## src/rtl/react_stim_ctrl_pkg.sv

```systemverilog
// Shared types and constants for the reaction-game stimulus controller.
`timescale 1ns/1ps
package react_pkg;

    typedef enum logic [2:0] {
        ST_IDLE  = 3'd0,
        ST_DELAY = 3'd1,
        ST_LIT   = 3'd2,
        ST_DONE  = 3'd3,
        ST_FOUL  = 3'd4,
        ST_TOUT  = 3'd5
    } state_e;

    localparam logic [15:0] LFSR_SEED   = 16'hACE1;
    localparam logic [15:0] LFSR_TAPS   = 16'hB400;
    localparam int          DEF_CLK_DIV = 50000;
    localparam int          MS_W        = 14;

    // Galois step for x^16+x^14+x^13+x^11+1 (right-shifting form).
    function automatic logic [15:0] lfsr_step(input logic [15:0] cur);
        return (cur >> 1) ^ (cur[0] ? LFSR_TAPS : 16'h0000);
    endfunction

endpackage

```

## src/rtl/react_stim_ctrl_if.sv

```systemverilog
// Player-facing signals of the stimulus controller: raw buttons in, LED/flags out.
`timescale 1ns/1ps
interface react_stim_if;
    logic       start_raw;
    logic       btn_raw;
    logic       led;
    logic       btn_db;
    logic       false_start;
    logic       timeout;
    logic       busy;
    logic [2:0] state;

    modport master (
        output start_raw, btn_raw,
        input  led, btn_db, false_start, timeout, busy, state
    );

    modport slave (
        input  start_raw, btn_raw,
        output led, btn_db, false_start, timeout, busy, state
    );
endinterface

```

## src/rtl/react_stim_ctrl_debounce.sv

```systemverilog
// 2-FF synchroniser plus ms-tick stability counter; also emits a rising-edge pulse.
`timescale 1ns/1ps
module debounce #(
    parameter int DEB_MS = 20
) (
    input  logic clk,
    input  logic rst,
    input  logic ms_tick,
    input  logic raw,
    output logic level,
    output logic rise
);
    localparam int CW = (DEB_MS > 1) ? $clog2(DEB_MS + 1) : 1;

    logic          sync1_q, sync1_d;
    logic          sync2_q, sync2_d;
    logic          level_q, level_d;
    logic          rise_q,  rise_d;
    logic [CW-1:0] cnt_q,   cnt_d;

    always_comb begin
        sync1_d = raw;
        sync2_d = sync1_q;
        level_d = level_q;
        rise_d  = 1'b0;
        cnt_d   = cnt_q;
        if (ms_tick) begin
            if (sync2_q != level_q) begin
                if (cnt_q == CW'(DEB_MS - 1)) begin
                    level_d = sync2_q;
                    rise_d  = sync2_q;
                    cnt_d   = '0;
                end else begin
                    cnt_d = cnt_q + CW'(1);
                end
            end else begin
                cnt_d = '0;
            end
        end
    end

    always_ff @(posedge clk or posedge rst) begin
        if (rst) begin
            sync1_q <= 1'b0;
            sync2_q <= 1'b0;
            level_q <= 1'b0;
            rise_q  <= 1'b0;
            cnt_q   <= '0;
        end else begin
            sync1_q <= sync1_d;
            sync2_q <= sync2_d;
            level_q <= level_d;
            rise_q  <= rise_d;
            cnt_q   <= cnt_d;
        end
    end

    // rise is registered alongside level so both change on the same edge.
    assign level = level_q;
    assign rise  = rise_q;

endmodule

```

## src/rtl/react_stim_ctrl.sv

```systemverilog
// Reaction-game round controller: ms tick, free-running LFSR delay, LED stimulus FSM.
`timescale 1ns/1ps
module react_stim_ctrl
    import react_pkg::*;
#(
    parameter int CLK_DIV      = DEF_CLK_DIV,
    parameter int MIN_DELAY_MS = 1000,
    parameter int RAND_BITS    = 11,
    parameter int TIMEOUT_MS   = 9999,
    parameter int DEB_MS       = 20
) (
    input  logic         clk,
    input  logic         rst,
    react_stim_if.slave  io
);
    localparam int TICK_W = (CLK_DIV > 1) ? $clog2(CLK_DIV) : 1;

    if ((MIN_DELAY_MS + (2 ** RAND_BITS) - 1) >= (2 ** MS_W) || MIN_DELAY_MS < 1)
    begin : g_param_check
        $error("react_stim_ctrl: MIN_DELAY_MS/RAND_BITS do not fit the 14-bit delay counter");
    end

    logic [TICK_W-1:0] tick_cnt_q, tick_cnt_d;
    logic              ms_tick;
    logic [15:0]       lfsr_q, lfsr_d;

    state_e            state_q, state_d;
    logic              led_q, led_d;
    logic              false_start_q, false_start_d;
    logic              timeout_q, timeout_d;
    logic              busy_q, busy_d;
    logic [MS_W-1:0]   dly_ms_q, dly_ms_d;
    logic [MS_W-1:0]   on_ms_q, on_ms_d;

    logic              start_rise;
    logic              start_level_unused;
    logic              btn_db;
    logic              btn_rise_unused;

    debounce #(.DEB_MS(DEB_MS)) u_db_start (
        .clk     (clk),
        .rst     (rst),
        .ms_tick (ms_tick),
        .raw     (io.start_raw),
        .level   (start_level_unused),
        .rise    (start_rise)
    );

    debounce #(.DEB_MS(DEB_MS)) u_db_btn (
        .clk     (clk),
        .rst     (rst),
        .ms_tick (ms_tick),
        .raw     (io.btn_raw),
        .level   (btn_db),
        .rise    (btn_rise_unused)
    );

    assign ms_tick = (tick_cnt_q == TICK_W'(CLK_DIV - 1));

    always_comb begin
        tick_cnt_d = ms_tick ? '0 : tick_cnt_q + TICK_W'(1);
        lfsr_d     = lfsr_step(lfsr_q);
        // Unreachable from a non-zero seed; kept as a cheap lock-up escape.
        if (lfsr_d == 16'h0000) begin
            lfsr_d = LFSR_SEED;
        end
    end

    always_comb begin
        state_d       = state_q;
        led_d         = led_q;
        false_start_d = false_start_q;
        timeout_d     = timeout_q;
        dly_ms_d      = dly_ms_q;
        on_ms_d       = on_ms_q;
        case (state_q)
            ST_IDLE, ST_DONE, ST_FOUL, ST_TOUT: begin
                led_d = 1'b0;
                if (start_rise) begin
                    state_d       = ST_DELAY;
                    dly_ms_d      = MS_W'(MIN_DELAY_MS) + MS_W'(lfsr_q[RAND_BITS-1:0]);
                    false_start_d = 1'b0;
                    timeout_d     = 1'b0;
                end
            end
            ST_DELAY: begin
                if (btn_db) begin
                    state_d       = ST_FOUL;
                    false_start_d = 1'b1;
                end else if (ms_tick) begin
                    if (dly_ms_q == MS_W'(1)) begin
                        state_d = ST_LIT;
                        led_d   = 1'b1;
                        on_ms_d = '0;
                    end else begin
                        dly_ms_d = dly_ms_q - MS_W'(1);
                    end
                end
            end
            ST_LIT: begin
                // A press outranks a coincident timeout.
                if (btn_db) begin
                    state_d = ST_DONE;
                    led_d   = 1'b0;
                end else if (ms_tick) begin
                    if (on_ms_q == MS_W'(TIMEOUT_MS - 1)) begin
                        state_d   = ST_TOUT;
                        led_d     = 1'b0;
                        timeout_d = 1'b1;
                    end else begin
                        on_ms_d = on_ms_q + MS_W'(1);
                    end
                end
            end
            default: begin
                state_d = ST_IDLE;
                led_d   = 1'b0;
            end
        endcase
        busy_d = (state_d == ST_DELAY) || (state_d == ST_LIT);
    end

    always_ff @(posedge clk or posedge rst) begin
        if (rst) begin
            tick_cnt_q    <= '0;
            lfsr_q        <= LFSR_SEED;
            state_q       <= ST_IDLE;
            led_q         <= 1'b0;
            false_start_q <= 1'b0;
            timeout_q     <= 1'b0;
            busy_q        <= 1'b0;
            dly_ms_q      <= '0;
            on_ms_q       <= '0;
        end else begin
            tick_cnt_q    <= tick_cnt_d;
            lfsr_q        <= lfsr_d;
            state_q       <= state_d;
            led_q         <= led_d;
            false_start_q <= false_start_d;
            timeout_q     <= timeout_d;
            busy_q        <= busy_d;
            dly_ms_q      <= dly_ms_d;
            on_ms_q       <= on_ms_d;
        end
    end

    assign io.led         = led_q;
    assign io.btn_db      = btn_db;
    assign io.false_start = false_start_q;
    assign io.timeout     = timeout_q;
    assign io.busy        = busy_q;
    assign io.state       = state_q;

endmodule

```

## src/flat_wrapper.sv

```systemverilog
// flat-port wrapper written by rule: the top's interface ports become plain ports
module react_stim_ctrl_flat import react_pkg::*;
#(
    parameter int CLK_DIV      = DEF_CLK_DIV,
    parameter int MIN_DELAY_MS = 1000,
    parameter int RAND_BITS    = 11,
    parameter int TIMEOUT_MS   = 9999,
    parameter int DEB_MS       = 20
)
  (clk, rst, io_start_raw, io_btn_raw, io_led, io_btn_db, io_false_start, io_timeout, io_busy, io_state);
  react_stim_if io_i ();
  input  logic clk;
  input  logic rst;
  input wire logic [$bits(io_i.start_raw)-1:0] io_start_raw;
  input wire logic [$bits(io_i.btn_raw)-1:0] io_btn_raw;
  output wire logic [$bits(io_i.led)-1:0] io_led;
  output wire logic [$bits(io_i.btn_db)-1:0] io_btn_db;
  output wire logic [$bits(io_i.false_start)-1:0] io_false_start;
  output wire logic [$bits(io_i.timeout)-1:0] io_timeout;
  output wire logic [$bits(io_i.busy)-1:0] io_busy;
  output wire logic [$bits(io_i.state)-1:0] io_state;
  assign io_i.start_raw = io_start_raw;
  assign io_i.btn_raw = io_btn_raw;
  assign io_led = io_i.led;
  assign io_btn_db = io_i.btn_db;
  assign io_false_start = io_i.false_start;
  assign io_timeout = io_i.timeout;
  assign io_busy = io_i.busy;
  assign io_state = io_i.state;
  react_stim_ctrl #(.CLK_DIV(CLK_DIV), .MIN_DELAY_MS(MIN_DELAY_MS), .RAND_BITS(RAND_BITS), .TIMEOUT_MS(TIMEOUT_MS), .DEB_MS(DEB_MS)) u_core (.clk(clk), .rst(rst), .io(io_i));
endmodule
```

## config.mk

```make
export PLATFORM = sky130hd
export DESIGN_NAME = react_stim_ctrl_flat
export DESIGN_NICKNAME = d
export VERILOG_FILES = /design/src/rtl/react_stim_ctrl_pkg.sv /design/src/rtl/react_stim_ctrl_if.sv /design/src/rtl/react_stim_ctrl_debounce.sv /design/src/rtl/react_stim_ctrl.sv /design/src/flat_wrapper.sv
export SDC_FILE = /design/constraint.sdc
export NUM_CORES = 1
export LEC_CHECK = 0
export CAP_MARGIN = 20
export CELL_PAD_IN_SITES_DETAIL_PLACEMENT = 0
export CELL_PAD_IN_SITES_GLOBAL_PLACEMENT = 1
export CORE_UTILIZATION = 52
export CTS_CLUSTER_DIAMETER = 40
export CTS_CLUSTER_SIZE = 8
export DETAILED_ROUTE_END_ITERATION = 8
export PLACE_DENSITY_LB_ADDON = 0.1
export RECOVER_POWER = 25
export REMOVE_ABC_BUFFERS = 1
export SYNTH_ARGS = -nofsm -noshare
export SYNTH_HDL_FRONTEND = slang
export SYNTH_SLANG_ARGS = --single-unit
```

## constraint.sdc

```tcl
create_clock -name clk -period 5.2 [get_ports clk]
set_input_delay 1.04 -clock clk [delete_from_list [all_inputs] [get_ports clk]]
set_output_delay 1.04 -clock clk [all_outputs]
set_load 0.005 [all_outputs]
```

---- Yosys cells after proc, flatten, opt, wreduce, memory -nomap -nowiden ----
Index checks and enable logic that the tools add are counted.
storage, ports and cells
  register bits ........................... 84
  input bits .............................. 4
cells by class
  $add $sub $neg .......................... 6
  equal/unequal tests ..................... 26
  muxes and demuxes ....................... 44
  bitwise operators ....................... 1
  reductions and logical operators ........ 14
operators with widths
  operator                                                                 number
  14-bit 2-to-1 mux                                                        10
  14-bit case mux with 2 select lines                                      2
  16-bit 2-to-1 mux                                                        3
  3-bit 2-to-1 mux                                                         7
  5-bit 2-to-1 mux                                                         4
  16-bit by 1-bit adder with 16-bit output, second input constant          1
  16-bit == test, second input constant                                    1
  16-bit logical NOT                                                       1
  15-bit by 16-bit bitwise XOR with 16-bit output                          1
  5-bit AND reduction                                                      3
  14-bit by 1-bit adder with 14-bit output, second input constant          1
  14-bit by 1-bit == test with 1-bit output, second input constant         1
  14-bit == test, second input constant                                    1
  1-bit 2-to-1 mux                                                         14
  14-bit by 1-bit subtractor with 14-bit output, second input constant     1
  10-bit by 11-bit adder with 12-bit output, first input constant          1
  2-bit inequality test, second input constant                             6
  5-bit by 1-bit adder with 5-bit output, second input constant            2
  5-bit == test, second input constant                                     2
  3-bit by 2-bit == test with 1-bit output, second input constant          3
  3-bit case mux with 3 select lines                                       1
  3-bit AND reduction                                                      3
  2-bit by 1-bit inequality test with 1-bit output, second input constant  4
  7-bit AND reduction                                                      1
  other kinds (9)                                                          17

---- Longest topological paths before layout ----
  depth after elaboration ................. 7
  depth in mapped cells ................... 8
  depth with buffers taken out ............ 7

---- Modules after synthesis ----
From an unflattened synthesis, not the netlist that was laid out.
second synthesis, totals
  cells, all modules ...................... 458
  area, all modules ....................... 4483.0 um^2
by module, submodules not included
  module           times used  cells an instance  area each (um^2)
  react_stim_ctrl  1           378                3592.2
  debounce         2           40                 445.4

---- Worst setup path after synthesis ----
Ideal clock, no wire load.
  kind .................................... register to register
  start point ............................. register u_core.tick_cnt_q[7]
  end point ............................... register u_core.dly_ms_q[12]
  setup time .............................. 81 ps
  arrival ................................. 2686 ps
  data required time ...................... 5119 ps
  path slack .............................. 2432 ps
  stages on the path, launching flop included .. 7
  buffers on the path ..................... 1
  clock period less this slack ............ 2768 ps
  cell sequence ........................... dfrtp_1 -> or4b_1 -> or4_4 -> or4_1 -> buf_2 -> or4_1 -> a21oi_1
between the ends
  word-level cells in the longest chain between the ends .. 3
RTL lines
  element                                                     line                    text
  start: declaration                                          react_stim_ctrl.sv:23   logic [TICK_W-1:0] tick_cnt_q, tick_cnt_d;
  start signal: assignment                                    react_stim_ctrl.sv:135  tick_cnt_q <= tick_cnt_d;
  16-bit == test                                              react_stim_ctrl.sv:58   assign ms_tick = (tick_cnt_q == TICK_W'(CLK_DIV - 1));
  2-bit by 1-bit inequality test with 1-bit output (no line)  -
  5-bit AND reduction (no line)                               -
  end signal: assignment                                      react_stim_ctrl.sv:142  dly_ms_q <= dly_ms_d;
  end: declaration                                            react_stim_ctrl.sv:32   logic [MS_W-1:0] dly_ms_q, dly_ms_d;
Every way passes these cells.
A chain may end at the register's enable or synchronous reset.

---- Worst setup path after layout ----
  start point ............................. register u_core.tick_cnt_q[5]
  end point ............................... register u_core.dly_ms_q[12]
Same word-level chain as after synthesis.

==> metrics.md <==
| Metric | Value |
|---|---|
| Non-Filler Instances | 558 |
| Setup Fix Bufs, Post-CTS | 0 |
| Yosys warns | 0 |
| Inserted Diodes | 0 |
| Antenna-violating nets left | 0 |
| Setup violators final | 0 |
| Vias in the first global route | 3389 |
| Setup WS post-layout | 2120 ps |
| Register bit total from synthesis | 84 |
| Fmax | 325 MHz |
| Layout cell share with drive strength beyond 1 | 8.77% |
| Worst Hold Margin | 351 ps |
| Internal Power | 0.843 mW |
| Period utilisation layout | 59.2% |
| Effective utilization at floorplan | 54.7% |
| Switching pwr | 0.252 mW |
| Combinational Power Share | 1.6% |
| Routed WL per cell | 16.9 um |
| Core box area | 0.00789 mm^2 |
| Top_reg_cell synth | dfrtp_1 |
| Cells after Synth | 444 |
| Pre-CTS setup slack | 2100 ps |
| Post-cts sizing count | 0 |
| Sum of negative setup slack | 0 ps |
| R2r worst-path depth | 5 |
| Max-Cap Viols | 1 |
| H-Tree Depth | 3 |
| Post-route DRC | 0 |
| Ys async rst share | 100% |
| Worst Setup Start Kind | flop |
| DRT Pass-1 Iters | 4 |
| Failing checks | max-capacitance violations, max-slew violations |
| Power per Cell Area | 233 mW/mm^2 |
| Crit path required time | 5480 ps |
| Clock network fraction of design power | 38.5% |
| Reg-to-Reg End | u_core.dly_ms_q[12]$_DFFE_PP0P_ |
| Via Count | 3384 |
| CP Max Fanout | 21 |
| Pin count of the biggest net entering global routing | 50 |
| Layout area overhead | 8.70% |
| CP startpoint | u_core.tick_cnt_q[5]$_DFF_PP0_ |
| Row cnt | 32 |
| Library cells used by synthesis | 55 |
| Cell total after placement | 542 |
| Routed vias/inst | 6.06 |
| Sequential share of the synthesized area | 48.9% |
| Synth area leader | dfrtp_1 |
| Synthesized area per cell | 9.72 um^2 |
| CTS Hold Bufs | 0 |
| Hold Path Cell Cnt | 0 |
| Share of the synthesized area in the top cell type | 44.1% |
| First-pass GRT wire length | 16.4 mm |
| Number of synthesized flops with an enable pin | 0 |
| Iteration-0 DRC Markers | 199 |
| Final hold vios | 0 |
| Total Routed Length | 9.46 mm |
| Status | finished, violations left |
| Largest cells by area after synthesis | dfrtp_1 (44%), dfstp_2 (4.9%), o31ai_1 (3.8%), nand2_1 (3.6%), nor2_1 (3.2%) |
| Peak supply drop | 0.118 mV |
| Total grt overflow | 0 |
| Clk Latency, worst-skew pair | 360 ps |
| HP Class | flop to flop |
| Leak pwr | 1.96 nW |
| Num Clock Sinks | 84 |
| GRT Total Usage | 24.5% |
| Worst Skew | 13.2 ps |
| Max-slew violations | 50 |
| TritonCTS clock tree | built |
| Die X | 93.1 um |
| Antenna violations before repair | 0 |
| Slew HR | -45.0% |
| R2R Path Start | u_core.tick_cnt_q[5]$_DFF_PP0_ |
| Syn Std Cell Area | 0.00432 mm^2 |
| Die area | 0.00867 mm^2 |
| Max Root-Sink Buffers | 2 |
| FILL cells | 680 |
| CTS Root Buffer Type | clkbuf_8 |
| Clock-pin transition on the worst setup and hold timing paths | 90 ps |
| Reg2reg setup slack | 2120 ps |
| Actual slew at the worst max-slew pin | 2160 ps |
| RePlAce Congestion | 0.804 |
| Register share of total power | 59.9% |
| Num CTS Buffers | 9 |
| Final HPWL DP | 6.31 mm |
| Unrepaired setup endpoints after global routing | no |
| Critical path endpoint | u_core.dly_ms_q[12]$_DFFE_PP0P_ |
| Port Buffers | 11 |
| Critical path arrival | 3360 ps |
| Crit. End Element | flop |
| Die Y-Extent | 93.1 um |
| Top-Level Pins | 12 |
| Final net count | 464 |
| Tmin final | 3080 ps |
| Switch share | 23.0% |
| Crit Path Category | flop to flop |
synth_stat cells, types with 4 or more instances:
| master | n |
|---|---|
| nand3_1 | 19 |
| nand2_1 | 41 |
| or2_2 | 7 |
| a21oi_1 | 12 |
| inv_1 | 15 |
| dfstp_2 | 8 |
| nor4_1 | 8 |
| or4_1 | 7 |
| a31oi_1 | 9 |
| o22ai_1 | 4 |
| and3_1 | 5 |
| nand4_1 | 8 |
| nand2b_1 | 8 |
| or3_1 | 5 |
| nor3b_1 | 7 |
| xor2_1 | 11 |
| dfrtp_1 | 76 |
| o21ai_0 | 22 |
| o311ai_0 | 6 |
| xnor2_1 | 13 |
| nor2_1 | 37 |
| clkbuf_1 | 19 |
| nor3_1 | 12 |
| o31ai_1 | 22 |
| ha_1 | 9 |
critical path, stage by stage, from the launching register on:
cell and delay (ps):
dfrtp_1 420, or4b_1 580, or4_4 700, or4_1 640
or4_1 510, a21oi_1 150
final cells by class:
| class | count | area [um^2] | area share (%) |
|---|---|---|---|
| flip-flops and latches | 84 | 2110 | 45.0 |
| multi-input cells | 325 | 2080 | 44.3 |
| repair buffers | 16 | 148 | 3.15 |
| clock buffers | 12 | 145 | 3.09 |
| well taps | 102 | 128 | 2.72 |
| inverters | 15 | 57.6 | 1.23 |
| clock inverters | 4 | 25.0 | 0.533 |
state kept, by name, summed over array words and instances (netlist names), 3 cells and up:
name / flops
u_core.tick_cnt_q: 16
u_core.on_ms_q: 14
u_core.lfsr_q: 16
u_core.u_db_start.cnt_q: 5
u_core.io.state: 3
u_core.dly_ms_q: 14
u_core.u_db_btn.cnt_q: 5
stage by stage:
step / power [mW] / area, um^2 / util, %
detailed placement: 0.687 / 4520 / 57.3
CTS: 1.11 / 4690 / 59.5
finish: 1.09 / 4690 / 59.5
global placement: 0.687 / 4520 / 57.3
floorplan: 0.679 / 4240 / -
global route: 1.14 / 4690 / 59.5
how the worst min path moves through the flow:
stage / start / slack [ps] / end
final: u_core.u_db_start.sync1_q$_DFF_PP0_ / 350 / u_core.u_db_start.sync2_q$_DFF_PP0_
after global routing: u_core.u_db_start.sync1_q$_DFF_PP0_ / 350 / u_core.u_db_start.sync2_q$_DFF_PP0_
after CTS: u_core.u_db_start.sync1_q$_DFF_PP0_ / 360 / u_core.u_db_start.sync2_q$_DFF_PP0_
after detailed placement: u_core.u_db_start.sync1_q$_DFF_PP0_ / 340 / u_core.u_db_start.sync2_q$_DFF_PP0_
after global placement: u_core.u_db_btn.sync1_q$_DFF_PP0_ / 330 / u_core.u_db_btn.sync2_q$_DFF_PP0_
after floorplan: u_core.u_db_btn.sync1_q$_DFF_PP0_ / 330 / u_core.u_db_btn.sync2_q$_DFF_PP0_
layer usage:
layer,share of wire [%],up-vias,track usage [%]
li1,-,1651,-
met1,48,1644,33.5
met2,46,75,38.7
met3,4.3,14,5.20
met4,1.6,0,8.33
met5,0,-,0
cell families after synthesis:
logic type                 count (synthesis)  synth area share, %
and+or+nand+nor                          186                 23.3
xor gates and xnor gates                  24                 4.87
DFF                                       84                 48.9
AOI/OAI and AO/OA                         99                 15.5
buffers and inverters                     35                 3.07
adders and majority gates                 11                 3.07
muxes                                      5                 1.22
power by group through the flow:
stage / registers (mW) / clock network, mW / logic [mW]
finish: 0.655 / 0.422 / 0.0173
global route: 0.656 / 0.462 / 0.0208
CTS: 0.656 / 0.433 / 0.0189
detailed placement: 0.668 / 0 / 0.0190
global placement: 0.668 / 0 / 0.0185
floorplan: 0.668 / 0 / 0.0114
placed cells by master (no fill, tap or decap), types with 6 or more instances in the layout:
cell type / n
nand2b_1: 8
nand4_1: 8
nor4_1: 8
clkbuf_8: 10
o31ai_1: 22
xor2_1: 11
or2_2: 7
nor3b_1: 6
clkdlybuf4s50_1: 8
nor2_1: 37
nor3_1: 12
or4_1: 7
inv_1: 14
xnor2_1: 13
nand3_1: 19
o311ai_0: 6
dfrtp_1: 76
ha_1: 9
a21oi_1: 12
o21ai_0: 22
nand2_1: 41
a31oi_1: 9
No activity file was read; power rests on OpenSTA's default activity.
